==> config.mk <==
export PLATFORM = sky130hd
export DESIGN_NAME = bomb_countdown_timer_flat
export DESIGN_NICKNAME = d
export VERILOG_FILES = /design/src/rtl/bomb_game_pkg.sv /design/src/rtl/bomb_countdown_timer_if.sv /design/src/rtl/bomb_countdown_timer_bcd_sat_sub.sv /design/src/rtl/bomb_countdown_timer.sv /design/src/flat_wrapper.sv
export SDC_FILE = /design/constraint.sdc
export NUM_CORES = 1
export LEC_CHECK = 0
export ABC_AREA = 1
export ABC_CLOCK_PERIOD_IN_PS = 8000
export BUFFER_PORTS_ARGS = -buffer_cell sky130_fd_sc_hd__clkbuf_2
export CORE_MARGIN = 2
export CORE_UTILIZATION = 25
export CTS_BUF_LIST = sky130_fd_sc_hd__clkbuf_4 sky130_fd_sc_hd__clkbuf_8
export DETAILED_ROUTE_END_ITERATION = 8
export SLEW_MARGIN = 20
export SYNTH_ARGS = -nofsm -noshare
export SYNTH_HDL_FRONTEND = slang
export SYNTH_SLANG_ARGS = --single-unit
export TNS_END_PERCENT = 5
==> constraint.sdc <==
create_clock -name clk -period 8 [get_ports clk]
set_clock_uncertainty 0.05 [all_clocks]
set_input_delay 2 -clock clk [delete_from_list [all_inputs] [get_ports clk]]
set_output_delay 2 -clock clk [all_outputs]
set_load 0.03 [all_outputs]
==> src/rtl/bomb_game_pkg.sv <==
// Shared definitions for the defuse-round blocks: timer state encoding, BCD digit
// type, level time presets and small BCD helpers.
package bomb_game_pkg;

  typedef enum logic [2:0] {
    ST_IDLE    = 3'd0,
    ST_LOADED  = 3'd1,
    ST_RUN     = 3'd2,
    ST_PAUSED  = 3'd3,
    ST_EXPIRED = 3'd4
  } timer_state_t;

  typedef logic [3:0] bcd_digit_t;

  localparam int TIME_MAX = 99;

  // Level selector presets (90 / 60 / 30 seconds)
  localparam bcd_digit_t LVL_EASY_TENS = 4'd9;
  localparam bcd_digit_t LVL_EASY_ONES = 4'd0;
  localparam bcd_digit_t LVL_MED_TENS  = 4'd6;
  localparam bcd_digit_t LVL_MED_ONES  = 4'd0;
  localparam bcd_digit_t LVL_HARD_TENS = 4'd3;
  localparam bcd_digit_t LVL_HARD_ONES = 4'd0;

  function automatic bcd_digit_t bcd_clamp(input bcd_digit_t d);
    return (d > 4'd9) ? 4'd9 : d;
  endfunction

  function automatic logic [6:0] bcd_to_bin(input bcd_digit_t tens, input bcd_digit_t ones);
    return ({3'd0, tens} * 7'd10) + {3'd0, ones};
  endfunction

endpackage

==> src/rtl/bomb_countdown_timer_if.sv <==
// Control/data bundle between the level selector / game FSM (master) and the
// countdown timer (slave).
interface bomb_countdown_timer_if;
  import bomb_game_pkg::*;

  logic       load;
  logic       start;
  logic       pause;
  logic       penalty;
  bcd_digit_t tens_in;
  bcd_digit_t ones_in;
  bcd_digit_t tens_out;
  bcd_digit_t ones_out;
  logic       running;
  logic       warning;
  logic       expired;
  logic       expired_pulse;

  modport master (
    output load, start, pause, penalty, tens_in, ones_in,
    input  tens_out, ones_out, running, warning, expired, expired_pulse
  );

  modport slave (
    input  load, start, pause, penalty, tens_in, ones_in,
    output tens_out, ones_out, running, warning, expired, expired_pulse
  );

endinterface

==> src/rtl/bomb_countdown_timer_bcd_sat_sub.sv <==
// Two-digit BCD minus a 7-bit binary amount, saturating at 00, with a zero flag.
module bcd_sat_sub
  import bomb_game_pkg::*;
(
  input  bcd_digit_t tens_i,
  input  bcd_digit_t ones_i,
  input  logic [6:0] amount_i,
  output bcd_digit_t tens_o,
  output bcd_digit_t ones_o,
  output logic       zero_o
);

  logic [6:0] value_s;
  logic [6:0] diff_s;

  // Subtract in binary, then split the result back into two decimal digits.
  always_comb begin
    value_s = bcd_to_bin(tens_i, ones_i);
    if (amount_i >= value_s) begin
      diff_s = 7'd0;
    end else begin
      diff_s = value_s - amount_i;
    end
    tens_o = bcd_digit_t'(diff_s / 7'd10);
    ones_o = bcd_digit_t'(diff_s % 7'd10);
    zero_o = (diff_s == 7'd0);
  end

endmodule

==> src/rtl/bomb_countdown_timer.sv <==
// Two-digit BCD countdown timer: 1 Hz decrement via prescaler, penalty subtraction,
// warning and expiry flags. All outputs come straight from flops.
module bomb_countdown_timer
  import bomb_game_pkg::*;
#(
  parameter int TICKS_PER_SEC = 50_000_000,
  parameter int PENALTY_SEC   = 5,
  parameter int WARN_SEC      = 10
) (
  input  logic                   clk,
  input  logic                   rst,
  bomb_countdown_timer_if.slave  bus
);

  localparam int PSC_W = (TICKS_PER_SEC > 1) ? $clog2(TICKS_PER_SEC) : 1;
  localparam logic [PSC_W-1:0] PSC_LAST = PSC_W'(TICKS_PER_SEC - 1);

  timer_state_t     state_q, state_d;
  logic [PSC_W-1:0] psc_q, psc_d;
  bcd_digit_t       tens_q, tens_d;
  bcd_digit_t       ones_q, ones_d;
  logic             running_q, running_d;
  logic             warning_q, warning_d;
  logic             expired_q, expired_d;
  logic             expired_pulse_q, expired_pulse_d;

  logic             tick_s;
  logic [6:0]       amount_s;
  bcd_digit_t       sub_tens_s, sub_ones_s;
  logic             sub_zero_s;

  bcd_sat_sub u_sub (
    .tens_i   (tens_q),
    .ones_i   (ones_q),
    .amount_i (amount_s),
    .tens_o   (sub_tens_s),
    .ones_o   (sub_ones_s),
    .zero_o   (sub_zero_s)
  );

  // Seconds to remove this cycle: penalty and the 1 s tick may coincide.
  always_comb begin
    tick_s = (state_q == ST_RUN) && (psc_q == PSC_LAST);
    if (bus.penalty && ((state_q == ST_RUN) || (state_q == ST_PAUSED))) begin
      amount_s = 7'(PENALTY_SEC);
    end else begin
      amount_s = 7'd0;
    end
    if (tick_s) begin
      amount_s = amount_s + 7'd1;
    end else begin
      amount_s = amount_s;
    end
  end

  // Next state and value; priority load > pause > penalty/tick > start.
  always_comb begin
    state_d = state_q;
    psc_d   = psc_q;
    tens_d  = tens_q;
    ones_d  = ones_q;
    if (bus.load) begin
      tens_d  = bcd_clamp(bus.tens_in);
      ones_d  = bcd_clamp(bus.ones_in);
      psc_d   = {PSC_W{1'b0}};
      state_d = ST_LOADED;
    end else if (bus.pause && (state_q == ST_RUN)) begin
      state_d = ST_PAUSED;
    end else begin
      if (state_q == ST_RUN) begin
        psc_d = tick_s ? {PSC_W{1'b0}} : psc_q + PSC_W'(1);
      end else begin
        psc_d = psc_q;
      end
      if (amount_s != 7'd0) begin
        tens_d  = sub_tens_s;
        ones_d  = sub_ones_s;
        state_d = sub_zero_s ? ST_EXPIRED : state_q;
      end else if (bus.start && ((state_q == ST_LOADED) || (state_q == ST_PAUSED))) begin
        state_d = ((tens_q == 4'd0) && (ones_q == 4'd0)) ? ST_EXPIRED : ST_RUN;
      end else begin
        state_d = state_q;
      end
    end
  end

  // Status flags are computed from the next state so the flops line up with it.
  always_comb begin
    running_d       = (state_d == ST_RUN);
    warning_d       = ((state_d == ST_RUN) || (state_d == ST_PAUSED)) &&
                      (bcd_to_bin(tens_d, ones_d) < 7'(WARN_SEC));
    expired_d       = (state_d == ST_EXPIRED);
    expired_pulse_d = (state_d == ST_EXPIRED) && (state_q != ST_EXPIRED);
  end

  // State, prescaler, value and output flags with synchronous active-low reset.
  always_ff @(posedge clk) begin
    if (!rst) begin
      state_q         <= ST_IDLE;
      psc_q           <= {PSC_W{1'b0}};
      tens_q          <= 4'd0;
      ones_q          <= 4'd0;
      running_q       <= 1'b0;
      warning_q       <= 1'b0;
      expired_q       <= 1'b0;
      expired_pulse_q <= 1'b0;
    end else begin
      state_q         <= state_d;
      psc_q           <= psc_d;
      tens_q          <= tens_d;
      ones_q          <= ones_d;
      running_q       <= running_d;
      warning_q       <= warning_d;
      expired_q       <= expired_d;
      expired_pulse_q <= expired_pulse_d;
    end
  end

  assign bus.tens_out      = tens_q;
  assign bus.ones_out      = ones_q;
  assign bus.running       = running_q;
  assign bus.warning       = warning_q;
  assign bus.expired       = expired_q;
  assign bus.expired_pulse = expired_pulse_q;

endmodule

==> src/flat_wrapper.sv <==
// flat-port wrapper written by rule: the top's interface ports become plain ports
module bomb_countdown_timer_flat import bomb_game_pkg::*;
#(
  parameter int TICKS_PER_SEC = 50_000_000,
  parameter int PENALTY_SEC   = 5,
  parameter int WARN_SEC      = 10
)
  (clk, rst, bus_load, bus_start, bus_pause, bus_penalty, bus_tens_in, bus_ones_in, bus_tens_out, bus_ones_out, bus_running, bus_warning, bus_expired, bus_expired_pulse);
  bomb_countdown_timer_if bus_i ();
  input  logic clk;
  input  logic rst;
  input wire logic [$bits(bus_i.load)-1:0] bus_load;
  input wire logic [$bits(bus_i.start)-1:0] bus_start;
  input wire logic [$bits(bus_i.pause)-1:0] bus_pause;
  input wire logic [$bits(bus_i.penalty)-1:0] bus_penalty;
  input wire logic [$bits(bus_i.tens_in)-1:0] bus_tens_in;
  input wire logic [$bits(bus_i.ones_in)-1:0] bus_ones_in;
  output wire logic [$bits(bus_i.tens_out)-1:0] bus_tens_out;
  output wire logic [$bits(bus_i.ones_out)-1:0] bus_ones_out;
  output wire logic [$bits(bus_i.running)-1:0] bus_running;
  output wire logic [$bits(bus_i.warning)-1:0] bus_warning;
  output wire logic [$bits(bus_i.expired)-1:0] bus_expired;
  output wire logic [$bits(bus_i.expired_pulse)-1:0] bus_expired_pulse;
  assign bus_i.load = bus_load;
  assign bus_i.start = bus_start;
  assign bus_i.pause = bus_pause;
  assign bus_i.penalty = bus_penalty;
  assign bus_i.tens_in = bus_tens_in;
  assign bus_i.ones_in = bus_ones_in;
  assign bus_tens_out = bus_i.tens_out;
  assign bus_ones_out = bus_i.ones_out;
  assign bus_running = bus_i.running;
  assign bus_warning = bus_i.warning;
  assign bus_expired = bus_i.expired;
  assign bus_expired_pulse = bus_i.expired_pulse;
  bomb_countdown_timer #(.TICKS_PER_SEC(TICKS_PER_SEC), .PENALTY_SEC(PENALTY_SEC), .WARN_SEC(WARN_SEC)) u_core (.clk(clk), .rst(rst), .bus(bus_i));
endmodule
# Yosys cells after proc, flatten, opt, wreduce, memory -nomap -nowiden
# Cells that the tools add are included.
dict set report totals {
  reg_bits 41
  latch_bits 0
  ram_bits 0
  romBits 0
  input_bits 14
  memories 0
}
dict set report classes {
  n_addsub 5
  mul 2
  div_mod_pow 2
  n_lt_le_gt_ge 4
  n_eq_ne 8
  n_shift 0
  muxes 18
  n_bitwise 2
  reduce_logical 16
}
# op n
set ops {}
lappend ops {{4-bit two-way mux} 8}
lappend ops {{26-bit by 1-bit adder with 26-bit output, second input constant} 1}
lappend ops {{26-bit == test, second input constant} 1}
lappend ops {{26-bit two-way mux} 1}
lappend ops {{3-bit two-way mux} 7}
lappend ops {{7-bit by 4-bit adder with 7-bit output} 2}
lappend ops {{7-bit two-way mux} 2}
lappend ops {{3-bit by 2-bit == test with 1-bit output, second input constant} 4}
lappend ops {{4-bit by 3-bit multiplier with 6-bit output, second input constant} 2}
lappend ops {{4-bit greater-than comparator, second input constant} 2}
lappend ops {{4-bit logical NOT} 2}
lappend ops {{7-bit by 4-bit divider with 7-bit output, second input constant} 1}
lappend ops {{7-bit greater-or-equal comparator} 1}
lappend ops {{1-bit logical AND} 7}
lappend ops {{7-bit logical NOT} 1}
lappend ops {{7-bit by 4-bit less-than comparator with 1-bit output, second input constant} 1}
lappend ops {{7-bit by 4-bit modulo with 7-bit output, second input constant} 1}
lappend ops {{7-bit nonzero test} 1}
lappend ops {{7-bit subtractor} 1}
lappend ops {{3-bit by 1-bit adder with 4-bit output, second input constant} 1}
lappend ops {{3-bit by 1-bit == test with 1-bit output, second input constant} 1}
lappend ops {{3-bit == test, second input constant} 1}
lappend ops {{1-bit logical OR} 3}
lappend ops {{3-bit inequality test, second input constant} 1}
lappend ops {{3 further kinds} 4}

# Depth between registers and ports, before layout
dict set report logic_depth {
  word_depth 16
  mapped_depth 48
  mapped_depth_nobuf 48
}

# Modules after synthesis
# A second synthesis with hierarchy kept.
dict set report hier_totals {
  hier_cells 559
  area_unflattened_um2 3606.0
}
# mod n_inst cells_per_inst area_each_um2 seq_area_each_um2
set by_module_without_submodules {}
lappend by_module_without_submodules {bomb_countdown_timer 1 379 2518.7 820.8}
lappend by_module_without_submodules {bcd_sat_sub 1 180 1087.3 0.0}

# Least setup slack after synthesis
# No wires, ideal clock.
dict set report synth_path {
  path_kind {input port to flip-flop}
  startpoint {input port bus_penalty}
  endpoint {register u_core.warning_q, in the netlist u_core.bus.warning}
  setup_ns 0.065
  arrival_ns 6.517
  t_required_ns 7.885
  slack_ns 1.368
  path_stages 38
  path_buffers 0
  cell_sequence {nand3_1 > inv_1 > ha_1 > ha_1 > fa_1 > nor2_1 > nor2_2 > nand3_2 > inv_1 > nand2_1 > nand2_1 > o21ai_2 > nand2_2 > ha_1 > inv_1 > nand3_1 > nand2_2 > nand3_4 > [2 not listed] > nand2_2 > nand2_2 > nand2_1 > nand2_1 > inv_2 > nand2_2 > nand2_2 > nand2_1 > a21oi_2 > ha_1 > ha_1 > inv_1 > fa_1 > nor3_1 > xnor2_1 > xor2_1 > o2111ai_1 > nor2_1}
}
dict set report synth_via {
  elab_chain_cells 14
  word_cells_on_any_way 28
}
# element line
set synth_lines {}
lappend synth_lines {{start: declaration} flat_wrapper.sv:15} ;# input wire logic [$bits(bus_i.penalty)-1:0] bus_penalty;
lappend synth_lines {{1-bit logical AND *} bomb_countdown_timer.sv:44} ;# if (bus.penalty && ((state_q == ST_RUN) || (state_q == ST_PAUSED))) begin
lappend synth_lines {{3-bit two-way mux *} bomb_countdown_timer.sv:44}
lappend synth_lines {{3-bit by 1-bit adder with 4-bit output} bomb_countdown_timer.sv:50} ;# amount_s = amount_s + 7'd1;
lappend synth_lines {{7-bit two-way mux *} bomb_countdown_timer.sv:49} ;# if (tick_s) begin
lappend synth_lines {{7-bit subtractor or 7-bit greater-or-equal comparator (tied branches)} {bomb_countdown_timer_bcd_sat_sub.sv:22, bomb_countdown_timer_bcd_sat_sub.sv:19}}
lappend synth_lines {{7-bit two-way mux} bomb_countdown_timer_bcd_sat_sub.sv:19} ;# if (amount_i >= value_s) begin
lappend synth_lines {{7-bit by 4-bit divider with 7-bit output} bomb_countdown_timer_bcd_sat_sub.sv:24} ;# tens_o = bcd_digit_t'(diff_s / 7'd10);
lappend synth_lines {{4-bit two-way mux *} bomb_countdown_timer.sv:75} ;# if (amount_s != 7'd0) begin
lappend synth_lines {{4-bit two-way mux *} bomb_countdown_timer.sv:67} ;# end else if (bus.pause && (state_q == ST_RUN)) begin
lappend synth_lines {{4-bit two-way mux *} bomb_countdown_timer.sv:62} ;# if (bus.load) begin
lappend synth_lines {{net u_core.tens_d[0]} bomb_countdown_timer.sv:20} ;# bcd_digit_t tens_q, tens_d;
lappend synth_lines {{4-bit by 3-bit multiplier with 6-bit output *} bomb_game_pkg.sv:30} ;# return ({3'd0, tens} * 7'd10) + {3'd0, ones};
lappend synth_lines {{7-bit by 4-bit adder with 7-bit output *} bomb_game_pkg.sv:30}
lappend synth_lines {{7-bit by 4-bit less-than comparator with 1-bit output *} bomb_countdown_timer.sv:91} ;# (bcd_to_bin(tens_d, ones_d) < 7'(WARN_SEC));
lappend synth_lines {{1-bit logical AND *} bomb_countdown_timer.sv:90} ;# warning_d = ((state_d == ST_RUN) || (state_d == ST_PAUSED)) &&
lappend synth_lines {{end signal: assignment} bomb_countdown_timer.sv:113} ;# warning_q <= warning_d;
lappend synth_lines {{end: declaration} bomb_countdown_timer.sv:23} ;# logic warning_q, warning_d;
# Mark *: on every way through the listed nets, which the timed path passes. The rest lies on a longest branch.
# A chain may end at the register's enable or synchronous reset.

# Worst setup path in the final report
# Ends and elaborated chain as after synthesis.

==> results.toml <==
[drt]
wl_per_cell_um = 11.1
vias = 3115
drt-vias-per-instance = 4.41
wl_mm = 7.82
ant_nets = 0
drcViolationCount = 0
drtIter0Drc = 196
firstDrtPassIters = 4

[timing]
setup_ws_ps = 1140
layout_min_cycle_time_ps = 6860
fin_tns_setup_ps = 0
max_freq_mhz = 146
post-route-period-util_pct = 85.7
worst_slew_pin_slew_ps = 596
max_slew_margin_pct = 60.1
setup_viol_count_final = 0
final_hold_viol_count = 0
slew_violations = 0
rsz0062_at_grt = "false"

[worst_setup_path]
crit_type = "input port to flop"
critPathRequiredTime_ps = 8200
worst_path_largest_cell_delay_ps = 480
r2r_cells = 42
start_kind = "input port"
r2r-start = "u_core.psc_q[4]$_SDFFE_PP0P_"
r2r_end = "u_core.bus.warning$_SDFF_PN0_"
worst-path-max-fanout = 5
crit_slowest_cell = "fa_1"
worstPathArrival_ps = 7060
critPathCaptureType = "flop"
r2r_setup_slack_ps = 1720

[clock_network]
postCtsSetupBuffers = 0
cts_resized = 0
root_buffer = "clkbuf_8"
cts_buffers = 5
path_clk_slew_ps = 80
tritoncts = "done"
hold_buffers = 0
h-tree-depth = 2
clk_path_buf_depth = 2
clk_latency_ps = 300
cts_sinks = 41

[die]
die_area_sq_mm = 0.0142
coreArea_sq_mm = 0.0131
start_util_pct = 25.3
fp.dieW_um = 119
fp.dieH_um = 119
rows = 42
boundaryPins = 26

[pwr]
seqPwrFrac_pct = 30.2
leakage_nw = 1.64
total_power_w = 0.000708
switching_share_pct = 41.9
power_density_mw_per_mm2 = 188
p_int_w = 0.000411
clock_power_share_pct = 24.6
p_sw_w = 0.000296
vdd_ir_drop_max_mv = 0.0732
p_comb_share_pct = 45.2

[worst_hold_path]
hold_depth = 2
hold_path_startpoint = "u_core.psc_q[0]$_SDFFE_PP0P_"
whs_endpoint = "u_core.psc_q[0]$_SDFFE_PP0P_"
hold_class = "flop to flop"

[global_routing]
overflow = 0
track_usage_pct = 11.3
antenna_found_initial = 0
grt_max_degree = 15
grt_pass1_wl_mm = 13.2
grt_pass1_vias = 2826

[finish]
num-nets-final = 568
num_antenna_cells = 0
nFillCells = 1428
multi_input_area_sq_mm = 0.00213
areaGrowthSynthToFinish_pct = 13.7
drive_above_1_share_pct = 16.4
seqCellArea_sq_um = 821

[logic_synthesis]
syn_area_per_cell_sq_um = 6.62
ys_seq_area_share_pct = 24.8
synthesis.area_sq_mm = 0.00330
yosys_warnings = 0
syn_inst = 499
synth_seq_cells = 41
yosysUniqueCellTypes = 41
synth.net_count = 538

[placement]
gp_congestion = 0.883
preCtsSetupSlack_ps = 853
portBuffers = 25
hpwl_mm = 6.23

[outcome]
status = "completed"

[job]
drv_cap = 0
-- worst max path at each step --
stage	start	to	cells past startpoint
2_1_floorplan	bus_penalty	u_core.bus.warning$_SDFF_PN0_	38
3_3_place_gp	bus_penalty	u_core.bus.warning$_SDFF_PN0_	39
3_5_place_dp	bus_penalty	u_core.bus.warning$_SDFF_PN0_	39
4_1_cts	bus_penalty	u_core.bus.warning$_SDFF_PN0_	39
5_1_grt	bus_penalty	u_core.bus.warning$_SDFF_PN0_	39
6_report	bus_penalty	u_core.bus.warning$_SDFF_PN0_	39
-- Yosys cell counts, drive strengths merged --
library cell | instances | area share (%)
a211oi | 1 | 0.23
a21o | 1 | 0.23
a21oi | 36 | 5.6
a221oi | 2 | 0.53
a31oi | 2 | 0.38
and2 | 1 | 0.19
clkbuf | 2 | 0.23
clkinv | 2 | 0.23
dfxtp | 41 | 25
fa | 5 | 3.0
ha | 20 | 7.6
inv | 91 | 10
mux2i | 1 | 0.30
nand2 | 107 | 14
nand3 | 40 | 7.9
nand4 | 11 | 2.1
nor2 | 62 | 8.1
nor3 | 20 | 3.6
nor3b | 3 | 0.68
nor4 | 7 | 1.3
o2111ai | 1 | 0.27
o211a | 1 | 0.30
o211ai | 1 | 0.23
o21a | 4 | 0.91
o21ai | 23 | 3.7
o22ai | 2 | 0.38
or2 | 2 | 0.45
xnor2 | 3 | 0.80
xor2 | 7 | 1.9
-- metrics by stage --
step | hold WS [ps] | instance area [sq um] | std cells | util, %
final | 433 | 3760 | 706 | 28.7
after global routing | 454 | 3760 | 706 | 28.7
after CTS | 438 | 3760 | 706 | 28.7
after detailed placement | 424 | 3640 | 698 | 27.8
after global placement | 425 | 3640 | 698 | 27.8
after floorplan | 405 | 3300 | 499 | -
-- critical path, delay by kind of cell --
kind                     cells  cell delay [ps]
AO/OA/AOI/OAI                3              440
XOR/XNOR                     2              340
adder cells (fa/ha/maj)      7             1890
buffers and inverters        6              350
AND/OR/NAND/NOR             21             2030
-- logic make-up after synthesis --
| family | after synthesis | share of synthesized area (%) |
|---|---|---|
| and+or+nand+nor | 253 | 38.1 |
| buffers and inverters | 95 | 10.8 |
| AOI/OAI and AO/OA | 74 | 12.7 |
| DFF | 41 | 24.8 |
| adders and majority gates | 25 | 10.6 |
| xor gates and xnor gates | 10 | 2.65 |
| muxes | 1 | 0.303 |
-- power groups by stage --
stage | Sequential (W) | Combinational (W) | Clock [W]
after floorplan | 0.000222 | 0.000257 | 0
after global placement | 0.000218 | 0.000317 | 0
after detailed placement | 0.000218 | 0.000317 | 0
after CTS | 0.000214 | 0.000319 | 0.000181
after global routing | 0.000214 | 0.000365 | 0.000188
final | 0.000214 | 0.000320 | 0.000174
-- layout make-up --
cell class	instances	area share, %
multi-input cells	363	56.6
flip-flops and latches	41	21.8
inverters	93	9.29
well taps	176	5.86
repair buffers	25	3.33
clock buffers	5	1.83
clock inverters	3	1.23
-- registers in the layout, summed over array words and instances (netlist names) --
signal,cells
u_core.bus.tens_out,4
u_core.bus.expired,1
u_core.bus.expired_pulse,1
u_core.bus.ones_out,4
u_core.bus.warning,1
u_core.state_q,3
u_core.bus.running,1
u_core.psc_q,26
-- placed cells by master (no fill, tap or decap), types with 3 or more instances in the layout --
| cell | count |
|---|---|
| nand2_1 | 90 |
| inv_1 | 79 |
| nor2_1 | 54 |
| dfxtp_1 | 41 |
| a21oi_1 | 35 |
| nand3_1 | 31 |
| clkbuf_2 | 25 |
| ha_1 | 20 |
| o21ai_0 | 17 |
| nor3_1 | 16 |
| nand2_2 | 15 |
| inv_2 | 12 |
| nand4_1 | 11 |
| nor4_1 | 7 |
| nand3_2 | 7 |
| xor2_1 | 7 |
| nor2_2 | 5 |
| fa_1 | 5 |
| clkbuf_8 | 5 |
| nor3_2 | 4 |
| o21ai_1 | 4 |
| o21a_1 | 4 |
| xnor2_1 | 3 |
| nor2_4 | 3 |
| nor3b_1 | 3 |
-- layer usage --
metal	vias up	GRT usage (%)	wire length [um]
met1	1384	15.4	4000
met5	-	0	0
li1	1689	-	-
met3	10	1.77	192
met2	32	17.9	3450
met4	0	4.24	170
(Power assumes the default switching activity.)
